<file path="src/rtl/bless_flit_injector.sv">
// bless_flit_injector
// Local-port traffic source for a 5-port BLESS bufferless router node.
// Host requests (dest, data) are queued in a 4-entry FIFO. The head entry is launched as a
// single-cycle flit on the router's local input whenever injection is enabled and granted.
// Every flit is stamped with this node's ID and a wrapping sequence number.
//
// Ports:
//   i_clk, i_rst_n      clock (rising edge) and asynchronous active-low reset
//   i_enable            injection enable; the FIFO keeps accepting while low
//   i_req_valid/o_req_ready, i_req_dest, i_req_data   host request interface
//   i_inject_ok         router local slot free this cycle
//   o_port_ci/o_port_di registered control/data words to the router local input
//   o_inj_count         flits injected (saturating)
//   o_stall_count       cycles with a pending flit but no grant (saturating)
//   o_fifo_level        FIFO occupancy, 0..4
module bless_flit_injector #(
    parameter int unsigned ADDR_W  = 4,
    parameter int unsigned SEQ_W   = 8,
    parameter int unsigned DATA_W  = 32,
    parameter int unsigned NODE_ID = 0,
    localparam int unsigned CTRL_W = 1 + 2 * ADDR_W + SEQ_W
) (
    input  logic              i_clk,
    input  logic              i_rst_n,
    input  logic              i_enable,
    input  logic              i_req_valid,
    output logic              o_req_ready,
    input  logic [ADDR_W-1:0] i_req_dest,
    input  logic [DATA_W-1:0] i_req_data,
    input  logic              i_inject_ok,
    output logic [CTRL_W-1:0] o_port_ci,
    output logic [DATA_W-1:0] o_port_di,
    output logic [15:0]       o_inj_count,
    output logic [15:0]       o_stall_count,
    output logic [2:0]        o_fifo_level
);

    localparam logic [ADDR_W-1:0] SRC_ID = ADDR_W'(NODE_ID);

    // FIFO storage carries no reset: validity is tracked entirely by the pointers and level.
    logic [ADDR_W-1:0] r_dest [4];
    logic [DATA_W-1:0] r_data [4];

    logic [1:0]        r_wptr;
    logic [1:0]        r_rptr;
    logic [2:0]        r_level;
    logic [SEQ_W-1:0]  r_seq;
    logic [CTRL_W-1:0] r_port_ci;
    logic [DATA_W-1:0] r_port_di;
    logic [15:0]       r_inj_count;
    logic [15:0]       r_stall_count;

    logic w_not_empty;
    logic w_push;
    logic w_launch;
    logic w_stall;

    assign w_not_empty = (r_level != 3'd0);
    // Ready comes from registered state only, so a pop at a full edge cannot free a slot
    // for a push at that same edge.
    assign o_req_ready = (r_level != 3'd4);
    assign w_push      = i_req_valid && o_req_ready;
    assign w_launch    = i_enable && i_inject_ok && w_not_empty;
    assign w_stall     = i_enable && w_not_empty && !i_inject_ok;

    always_ff @(posedge i_clk) begin
        if (w_push) begin
            r_dest[r_wptr] <= i_req_dest;
            r_data[r_wptr] <= i_req_data;
        end
    end

    always_ff @(posedge i_clk or negedge i_rst_n) begin
        if (!i_rst_n) begin
            r_wptr        <= 2'd0;
            r_rptr        <= 2'd0;
            r_level       <= 3'd0;
            r_seq         <= '0;
            r_port_ci     <= '0;
            r_port_di     <= '0;
            r_inj_count   <= 16'd0;
            r_stall_count <= 16'd0;
        end else begin
            if (w_push) begin
                r_wptr <= r_wptr + 2'd1;
            end

            unique case ({w_push, w_launch})
                2'b10:   r_level <= r_level + 3'd1;
                2'b01:   r_level <= r_level - 3'd1;
                default: r_level <= r_level;
            endcase

            // Output register is cleared whenever nothing launches, so each flit is
            // presented for exactly one cycle.
            if (w_launch) begin
                r_rptr    <= r_rptr + 2'd1;
                r_port_ci <= {r_seq, SRC_ID, r_dest[r_rptr], 1'b1};
                r_port_di <= r_data[r_rptr];
                r_seq     <= r_seq + SEQ_W'(1);
                if (r_inj_count != 16'hFFFF) begin
                    r_inj_count <= r_inj_count + 16'd1;
                end
            end else begin
                r_port_ci <= '0;
                r_port_di <= '0;
            end

            if (w_stall && (r_stall_count != 16'hFFFF)) begin
                r_stall_count <= r_stall_count + 16'd1;
            end
        end
    end

    assign o_port_ci     = r_port_ci;
    assign o_port_di     = r_port_di;
    assign o_inj_count   = r_inj_count;
    assign o_stall_count = r_stall_count;
    assign o_fifo_level  = r_level;

endmodule

</file>
<file path="config.mk">
export PLATFORM = sky130hd
export DESIGN_NAME = bless_flit_injector
export DESIGN_NICKNAME = d
export VERILOG_FILES = /design/src/rtl/bless_flit_injector.sv
export SDC_FILE = /design/constraint.sdc
export NUM_CORES = 1
export LEC_CHECK = 0
export CAP_MARGIN = 20
export CORE_MARGIN = 3
export CORE_UTILIZATION = 40
export CTS_CLUSTER_DIAMETER = 200
export CTS_CLUSTER_SIZE = 28
export DETAILED_ROUTE_END_ITERATION = 8
export PLACE_DENSITY = 0.67
export SLEW_MARGIN = 20
export SYNTH_ARGS = -nofsm -noshare
export SYNTH_HDL_FRONTEND = slang
export SYNTH_SLANG_ARGS = --single-unit
export TNS_END_PERCENT = 1
</file>
<file path="constraint.sdc">
create_clock -name i_clk -period 2.9 [get_ports i_clk]
set_input_delay 0.58 -clock i_clk [delete_from_list [all_inputs] [get_ports i_clk]]
set_output_delay 0.58 -clock i_clk [all_outputs]
set_load 0.005 [all_outputs]
</file>
; Yosys cells after proc, flatten, opt, wreduce, memory -nomap -nowiden
; Memory sizes are Yosys's and may differ from the RTL's.
; Cells that the tools add are included.
[word_totals]
ff_bits = 96
ramBits = 144
input_bits = 41
out_inout_bits = 85
elab_cells = 37
n_memories = 2
[op_classes]
addsub = 7
eq_ne = 5
muxes = 5
n_reduce_logical = 10
[memory_table]
columns = memory, depth, width, read_ports, rd_clocked_by_memory_dff, write_ports, line
row1 = r_data, 4, 32, 1, 0, 1, 42  ; logic [DATA_W-1:0] r_data [4];
row2 = r_dest, 4, 4, 1, 0, 1, 41  ; logic [ADDR_W-1:0] r_dest [4];
[ops]
columns = cell, n
row1 = $add A16 B1 Y16 const B, 2
row2 = $mux W32, 1
row3 = $ne A16 B16 Y1 const B, 2
row4 = $mux W17, 1
row5 = $add A8 B1 Y8 const B, 1
row6 = $logic_and A1 B1 Y1, 6
row7 = $pmux W3 S2, 1
row8 = $add A2 B1 Y2 const B, 2
row9 = $add A3 B1 Y3 const B, 1
row10 = $ne A3 B3 Y1 const B, 1
row11 = $reduce_bool A3 Y1, 1
row12 = $sub A3 B1 Y3 const B, 1
row13 = $eq A2 B1 Y1 const B, 1
row14 = $eq A2 B2 Y1 const B, 1
row15 = $mux W1, 2
row16 = $reduce_and A2 Y1, 1
row17 = $reduce_bool A2 Y1, 1
row18 = $logic_not A1 Y1, 1

; Depth between registers and ports, before layout
; Gate-level depths: netlist (run 1).
[depth]
word_depth = 4
depth_mapped = 10
mapped_depth_nobuf = 10

; Least setup slack after synthesis (run 1)
; Ideal clock, no wire load.
[synth_timing]
kind = input port to flip-flop
from = input port i_inject_ok
to = register r_level[2] (netlist: o_fifo_level[2])
setup_time_ns = 0.079
arrival_time_ns = 2.270
required_ns = 2.821
path_slack_ns = 0.551
stages = 10
n_path_buf = 2
cell_sequence = buf_2 > o311ai_2 > inv_2 > clkbuf_1 > ha_1 > inv_1 > fa_1 > xor2_1 > nor2_1 > xor2_1
[synth_between]
elab_chain_len = 4
elab_cells_between_ends = 6
classes_between = eq/ne (2) / mux (1) / reduce/logical (3)
[synth_rtl]
columns = item, line
row1 = "start, declared", 30  ; input logic i_inject_ok,
row2 = $logic_and A1 B1 Y1 * (2 in series), 63  ; assign w_launch = i_enable && i_inject_ok && w_not_empty;
row3 = net w_launch, 55  ; logic w_launch;
row4 = $eq A2 B1 Y1 or $eq A2 B2 Y1 (tied branches), 88  ; unique case ({w_push, w_launch})
row5 = $pmux W3 S2 or $reduce_bool A2 Y1 (tied branches), --
row6 = "end signal, assigned", 89  ; 2'b10: r_level <= r_level + 3'd1;
row7 = "end signal, assigned", 90  ; 2'b01: r_level <= r_level - 3'd1;
row8 = "end signal, assigned", 91  ; default: r_level <= r_level;
row9 = "end, declared", 46  ; logic [2:0] r_level;
; The timed path passes the listed nets; every way through them passes the cells marked *.
; A chain may end at the register's enable or synchronous reset.

; Worst setup path in the final report (run 1)
[layout_timing]
from = register r_level[0] (netlist: o_fifo_level[0])
to = output port o_req_ready
[layout_between]
elab_chain_len = 1
[layout_rtl]
columns = item, line
row1 = $ne A3 B3 Y1, 61  ; assign o_req_ready = (r_level != 3'd4);
row2 = "end, declared", 27  ; output logic o_req_ready,
; Every way passes these cells.

==> results of run 1 <==
report_power, final:
group	total [mW]	internal [mW]	leakage, nW	switching [mW]
clock network	1.87	0.853	0.175	1.02
registers	4.80	4.29	2.54	0.505
logic	2.20	1.29	1.34	0.905
area by class of cell:
cell class | instances | area (sq um) | area share (%)
clock buffer | 19 | 348 | 3.16
clock inverter | 1 | 16.3 | 0.148
inverter | 8 | 30.0 | 0.273
multi-input combinational | 239 | 2270 | 20.7
sequential | 236 | 6630 | 60.2
tap | 280 | 350 | 3.18
timing repair buffer | 133 | 1360 | 12.4
worst max-delay path by stage:
| stage | to | start | slack (ns) |
|---|---|---|---|
| after floorplan | o_fifo_level[2]$_DFFE_PN0P_ | i_inject_ok | 0.55 |
| after global placement | o_inj_count[15]$_DFFE_PN0P_ | i_enable | 0.39 |
| after detailed placement | o_inj_count[15]$_DFFE_PN0P_ | i_enable | 0.30 |
| after CTS | o_req_ready | o_fifo_level[0]$_DFFE_PN0P_ | 0.51 |
| after global routing | o_req_ready | o_fifo_level[0]$_DFFE_PN0P_ | 0.41 |
| final | o_req_ready | o_fifo_level[0]$_DFFE_PN0P_ | 0.52 |
per-layer routing:
layer	GRT usage, %	up-vias	share of wire (%)
met5	0	-	0.075
met4	3.25	2	2.1
met3	2.72	22	4.7
met1	18.3	2402	42
li1	-	2133	-
met2	25.1	115	51
state kept, by name (all words and copies together) (netlist names):
| signal | count |
|---|---|
| r_seq | 8 |
| o_stall_count | 16 |
| o_port_ci | 13 |
| r_data | 128 |
| o_port_di | 32 |
| o_inj_count | 16 |
| r_wptr | 2 |
| r_rptr | 2 |
| r_dest | 16 |
| o_fifo_level | 3 |
cell families (layout without fill, tap and decap cells):
family / after synthesis / after routing / share of synthesized area [%]
fa+ha+maj: 9 / 9 / 1.33
flops: 236 / 236 / 73.5
other cells: 1 / 4 / 0.0416
buf+inv: 29 / 161 / 1.47
mux: 41 / 41 / 9.60
compound gates: 28 / 28 / 2.28
simple gates: 118 / 118 / 8.01
xor+xnor: 39 / 39 / 3.79
worst register-to-register path: stages (launching register included):
cell     delay, ns
dfrtp_1       0.46
inv_1         0.13
nand3_1       0.18
and2_1        0.26
inv_1         0.07
ha_1          0.17
inv_1         0.06
fa_1          0.38
xor2_1        0.15
nor2_1        0.11
xor2_1        0.19
cells in the mapped netlist, drive strengths merged:
library cell,n
and4,3
or3,1
xnor2,26
nand4,7
edfxtp,144
clkbuf,10
or2,1
or4,1
nand4b,1
nor2,6
fa,1
nor4,6
and3,10
a31oi,1
o211ai,3
nand3,13
o31ai,2
o2111ai,3
mux2,4
mux4,36
inv,8
dfrtp,92
conb,1
a211oi,4
a21oi,7
and2,47
nand2,16
o311ai,1
a2111oi,1
ha,8
o21ai,6
mux2i,1
nor4b,2
buf,11
xor2,13
nand2b,1
nor3,3
cells in the final DEF, fill, tap and decap left out, types with 4 or more instances in the layout:
| cell type | Yosys | layout |
|---|---|---|
| mux4_2 | 36 | 36 |
| conb_1 | 1 | 4 |
| nand2_1 | 16 | 16 |
| clkbuf_1 | 10 | 6 |
| a211oi_1 | 4 | 4 |
| and3_2 | 0 | 4 |
| nand3_1 | 13 | 13 |
| edfxtp_1 | 144 | 144 |
| clkdlybuf4s50_1 | 0 | 120 |
| dfrtp_1 | 92 | 90 |
| a21oi_1 | 6 | 6 |
| xor2_1 | 13 | 13 |
| and3_1 | 10 | 6 |
| inv_1 | 7 | 7 |
| ha_1 | 8 | 8 |
| buf_12 | 0 | 5 |
| clkbuf_16 | 0 | 13 |
| nor2_1 | 6 | 6 |
| buf_4 | 4 | 8 |
| o21ai_0 | 5 | 5 |
| nand4_1 | 6 | 6 |
| xnor2_1 | 26 | 26 |
| and2_1 | 47 | 47 |
==> summary.txt, run 1 <==
Final layout
  – Final net count: approximately 700
  – Synth-to-Final Area Change: 22.1%
  – Finished Layout Cells: slightly above 900
  – Fill cells: ~1.8k
  – Diodes inserted: 0
  – Fin area: between 10,000 and 15,000 sq um
  – Fin util: between 50% and 60%
  – Share of layout cells above drive strength 1: around 13%

Place
  – HPWL Detailed: between 10 and 15 mm
  – Post-DP Area: 10,600 sq um
  – GPL Wtd Cong: a little over 0.8
  – Placed Cells: 896
  – Worst slack, placed: between 0.2 and 0.3 ns
  – Port bufs: 121

Job
  – Total of max-cap violations: 0

Detailed routing
  – First-pass DRT Iterations: 4
  – Via count: between 4k and 5k
  – Routed wire length per instance: 18.9 microns
  – Post-DR vias/cell: about 5.1
  – Routed wire length: roughly 17 mm
  – Post-route antenna net violation count: 0
  – Drt drc: 0
  – Initial DRC Count: 241

CTS
  – CTS Buf Count: 12
  – Hold-fix buffers, CTS: 0
  – CTS sink count: between 200 and 250
  – Clk_lat worst skew: about 0.47 ns
  – CTS Buffer Depth: 3
  – Reg clk slew, reported paths: roughly 0.10 ns
  – Post-CTS setup buffers: 0
  – Cts repair resizes: 0
  – Clk root buf: clkbuf_16
  – H-tree depth: 1
  – CTS tree: built

Logic synthesis
  – Cell Area, Synth: 9020 sq um
  – Top post-synthesis cells by area: edfxtp_1, dfrtp_1, mux4_2, and2_1, xnor2_1
  – Synth warn: 0
  – Register area share after synthesis: roughly 73%
  – Leading area contributor after synthesis: edfxtp_1
  – Post-synth top area share: a little under half
  – Unique masters post-synth: 46
  – Synthesis-stage register bit count: 236
  – Syn_area_per_cell: ~18 sq um
  – Mapped Cells: roughly 500

Floorplanning
  – Io pins: approximately 130
  – Initial Util: roughly two fifths
  – Die Area: approximately 24,000 sq um
  – Die Wd: about 160 microns
  – Die H: 156 microns
  – Num rows: 54
  – Core outline area: 22,000 sq um

Global routing
  – Initial antenna violation count: 1
  – Overflow left after global routing: 0
  – First-pass GRT wire length: 27.3 mm
  – Overall Global Routing Usage: 14.2%
  – Number of global-route vias before repair: 4,937
  – Largest net degree at the start of global routing: 54

Setup path
  – CP top delay family: buffers and inverters
  – Max incr delay on CP: 0.54 ns
  – R2r setup slk: 0.65 ns
  – Cell count along the critical path: 3
  – CP Class: flip-flop to primary output
  – R2R Path End: o_fifo_level[2]$_DFFE_PN0P_
  – CP cell instances: inv_1 > nand3_1 > clkdlybuf4s50_1
  – Critical Path Start Type: flip-flop
  – Slowest cell on crit path: clkdlybuf4s50_1
  – Worst setup EP type: primary output
  – WP buf/inv: 2
  – Worst Path Arrival: approximately 1.8 ns
  – Register-to-Register Path Depth: 10
  – RR Startpoint: o_fifo_level[0]$_DFFE_PN0P_
  – Worst Path Max Fanout: 6
  – WP data required: 2.32 ns

Timing
  – RSZ-0062 raised after global routing: no
  – Setup TNS after final layout: 0 ns
  – Fmax achieved: 421 MHz
  – Least-Margin Pin Slew: 0.944 ns
  – Fin Hold WS: 0.113 ns
  – Clock Skews: 0.0248 ns
  – Relative slew slack: a little under two fifths
  – Final min period: 2.38 ns
  – Final Max Slew Viols: 0
  – Worst setup margin: about 0.52 ns
  – Period utilization: between 80% and 90%
  – Final hold vios: 0
  – Final setup violation count: 0

Hold path
  – Hold Path Class: input port to async pin

Power and ir drop
  – Worst vdd ir: approximately 470 uV
  – Tot Pwr: between 8 and 9 mW
  – Power per cell area: 805 nW/um^2
  – Leakage: between 4 and 5 nW

Outcome
  – Status: finished clean
(Power assumes the default switching activity.)
==> inputs of run 2 (changes only) <==
Settings changed: PLACE_DENSITY 0.67 to 0.7.
Clock period 2.9 ns to 1.95 ns, I/O delays scaled along.
==> run 2 against run 1 <==
Worst setup slack worse by 0.47 ns. Die area unchanged. Register-to-register slack worse by 0.60 ns. Global-route usage up 0.085 points. Utilization up 0.97 points. First-iteration DRC count up 3.3%. Routed wire length up 0.74%. Via count up 2.7%. Combinational power up 68%.
==> summary.txt, run 2 (same netlist as run 1, synthesis figures left out) <==
Global routing
  – First-pass GRT wire length: ~27 mm
  – GRT Max-Usage Layer: met2
  – Largest net degree at the start of global routing: between 80 and 90
  – Overall Global Routing Usage: 14.3%
  – Met3 Use GR: between 2 and 3%
  – Met1 GRT Util: 18.7%
  – Overflow left after global routing: 0
  – Initial antenna violation count: 0
  – Number of global-route vias before repair: around 5.0k
  – M2 GR Usage: approximately 25%

Timing
  – Final hold vios: 0
  – Final setup violation count: 0
  – Period utilization: between 90 and 100%
  – Least-Margin Pin Slew: between 0.4 and 0.5 ns
  – Fmax achieved: approximately 530 MHz
  – Clock Skews: around 0.03 ns
  – Final min period: 1.90 ns
  – Final Max Slew Viols: 0
  – Fin Hold WS: 0.255 ns
  – RSZ-0062 raised after global routing: yes
  – Relative slew slack: about 67%

Setup path
  – CP Class: flip-flop to flip-flop
  – Worst Path Arrival: approximately 2.3 ns
  – WP data required: between 2 and 2.5 ns
  – Worst setup EP type: flip-flop
  – Worst Path Max Fanout: 2
  – Critical Path Start Type: flip-flop

Power and ir drop
  – Worst vdd ir: 874 uV
  – Leakage: 4.18 nW
  – Tot Pwr: approximately 13 mW
  – P_sw: around 3.7 mW
  – Power per cell area: 1200 nW/um^2
  – Sequential power share: between 50% and 60%
  – Switching part of the total power: about 27%
  – Clock network power share: between 20% and 30%
  – P_int: roughly 9.8 mW
  – Comb power frac: 27.6%

CTS
  – H-tree depth: 1
  – CTS Buf Count: 12
  – Clk_lat worst skew: approximately 0.48 ns
  – CTS sink count: 236
  – CTS tree: built
  – Clk root buf: clkbuf_16
  – CTS Buffer Depth: 3
  – Reg clk slew, reported paths: roughly 0.12 ns

Final layout
  – Fin area: around 11,000 sq um
  – Share of layout cells above drive strength 1: 16.7%
  – Finished Layout Cells: between 900 and 1k
  – Synth-to-Final Area Change: 24.5%
  – Most frequent cells in the layout: edfxtp_1, clkdlybuf4s50_1, dfrtp_1
  – Fin util: between 50% and 60%
  – Largest register FFs: 128
  – Top reg by flops: r_data
  – Final net count: ~700
  – Diodes inserted: 0
  – Most common cell after layout, fill and taps aside: edfxtp_1

Detailed routing
  – Routed wire length: between 15 and 20 mm
  – Post-DR vias/cell: between 5 and 6
  – Post-route antenna net violation count: 0
  – Initial DRC Count: around 250
  – First-pass DRT Iterations: 4
  – Routed wire length per instance: around 19 microns
  – Drt drc: 0
  – Via count: 4,802

Floorplanning
  – Die Wd: around 160 microns
  – Core outline area: between 20,000 and 25,000 sq um
  – Initial Util: about two fifths
  – Io pins: ~130
  – Die Area: approximately 24,000 sq um
  – Die H: 156 microns
  – Num rows: 54

Place
  – GPL Wtd Cong: 0.819
  – Post-DP Area: between 10,000 and 15,000 sq um
  – Placed Cells: 915
  – Port bufs: 121
  – HPWL Detailed: 10.9 mm

Job
  – Total of max-cap violations: 0

Outcome
  – Status: finished clean

Hold path
  – Hold Path Class: input port to async pin
==> run 2: worst paths after layout <==
| path | start | slack [ns] | end | cells after the start |
|---|---|---|---|---|
| max | o_fifo_level[0]$_DFFE_PN0P_ | 0.05 | o_fifo_level[2]$_DFFE_PN0P_ | 10 |
| min reg2reg | r_seq[6]$_DFFE_PN0P_ | 0.47 | r_seq[6]$_DFFE_PN0P_ | 1 |
| max in group asynchronous | i_rst_n | 1.00 | r_rptr[1]$_DFFE_PN0P_ | 3 |
| max reg2reg | o_fifo_level[0]$_DFFE_PN0P_ | 0.05 | o_fifo_level[2]$_DFFE_PN0P_ | 10 |
| min | i_rst_n | 0.26 | o_stall_count[12]$_DFFE_PN0P_ | 2 |
| min in group i_clk | r_seq[6]$_DFFE_PN0P_ | 0.47 | r_seq[6]$_DFFE_PN0P_ | 1 |
==> run 2: per-layer routing <==
metal  part of all wire (%)  wire length [microns]
met1                     41                   7210
met2                     51                   8940
met3                    6.2                   1080
met4                    1.2                    204
met5                      0                      0
==> run 2: final cells by class <==
cell class | count | area [sq um]
clock buffers | 19 | 348
clock inverters | 1 | 16.3
fillers | 1772 | 10700
inverters | 8 | 30.0
multi-input cells | 239 | 2290
flip-flops and latches | 236 | 6630
well taps | 280 | 350
repair buffers | 154 | 1550
==> run 2: through the flow <==
| stage | setup slack, ns | TNS, ns |
|---|---|---|
| floorplan | -0.0946 | -10.33 |
| global placement | -0.265 | -3.41 |
| detailed placement | -0.352 | -4.08 |
| CTS | 0.0213 | 0 |
| global route | -0.0731 | -0.141 |
| finish | 0.0495 | 0 |
==> run 2: worst max-delay path: stages (launching register included) <==
cell	delay [ns]
dfrtp_1	0.40
inv_1	0.10
nand3_2	0.08
and2_4	0.16
inv_1	0.06
ha_2	0.17
inv_1	0.05
fa_1	0.37
xor2_1	0.15
nor2_1	0.12
xor2_1	0.16
==> run 2: power groups by stage <==
stage | combinational [mW] | clock [mW] | sequential [mW]
6_report | 3.70 | 2.78 | 6.96
5_1_grt | 4.04 | 3.07 | 7.07
4_1_cts | 3.82 | 2.90 | 6.98
3_5_place_dp | 3.77 | 0 | 7.09
3_3_place_gp | 3.68 | 0 | 7.02
2_1_floorplan | 2.07 | 0 | 6.91
==> run 2: what timing repair did <==
action | CTS | global route
gates cloned | 0 | 0
endpoints found under the hold margin | 4 | 0
setup buffers | 1 | 0
setup endpoints to repair | 3 | 12
hold buffers | 1 | 0
pin swaps | 0 | 2
resized for setup | 3 | 9
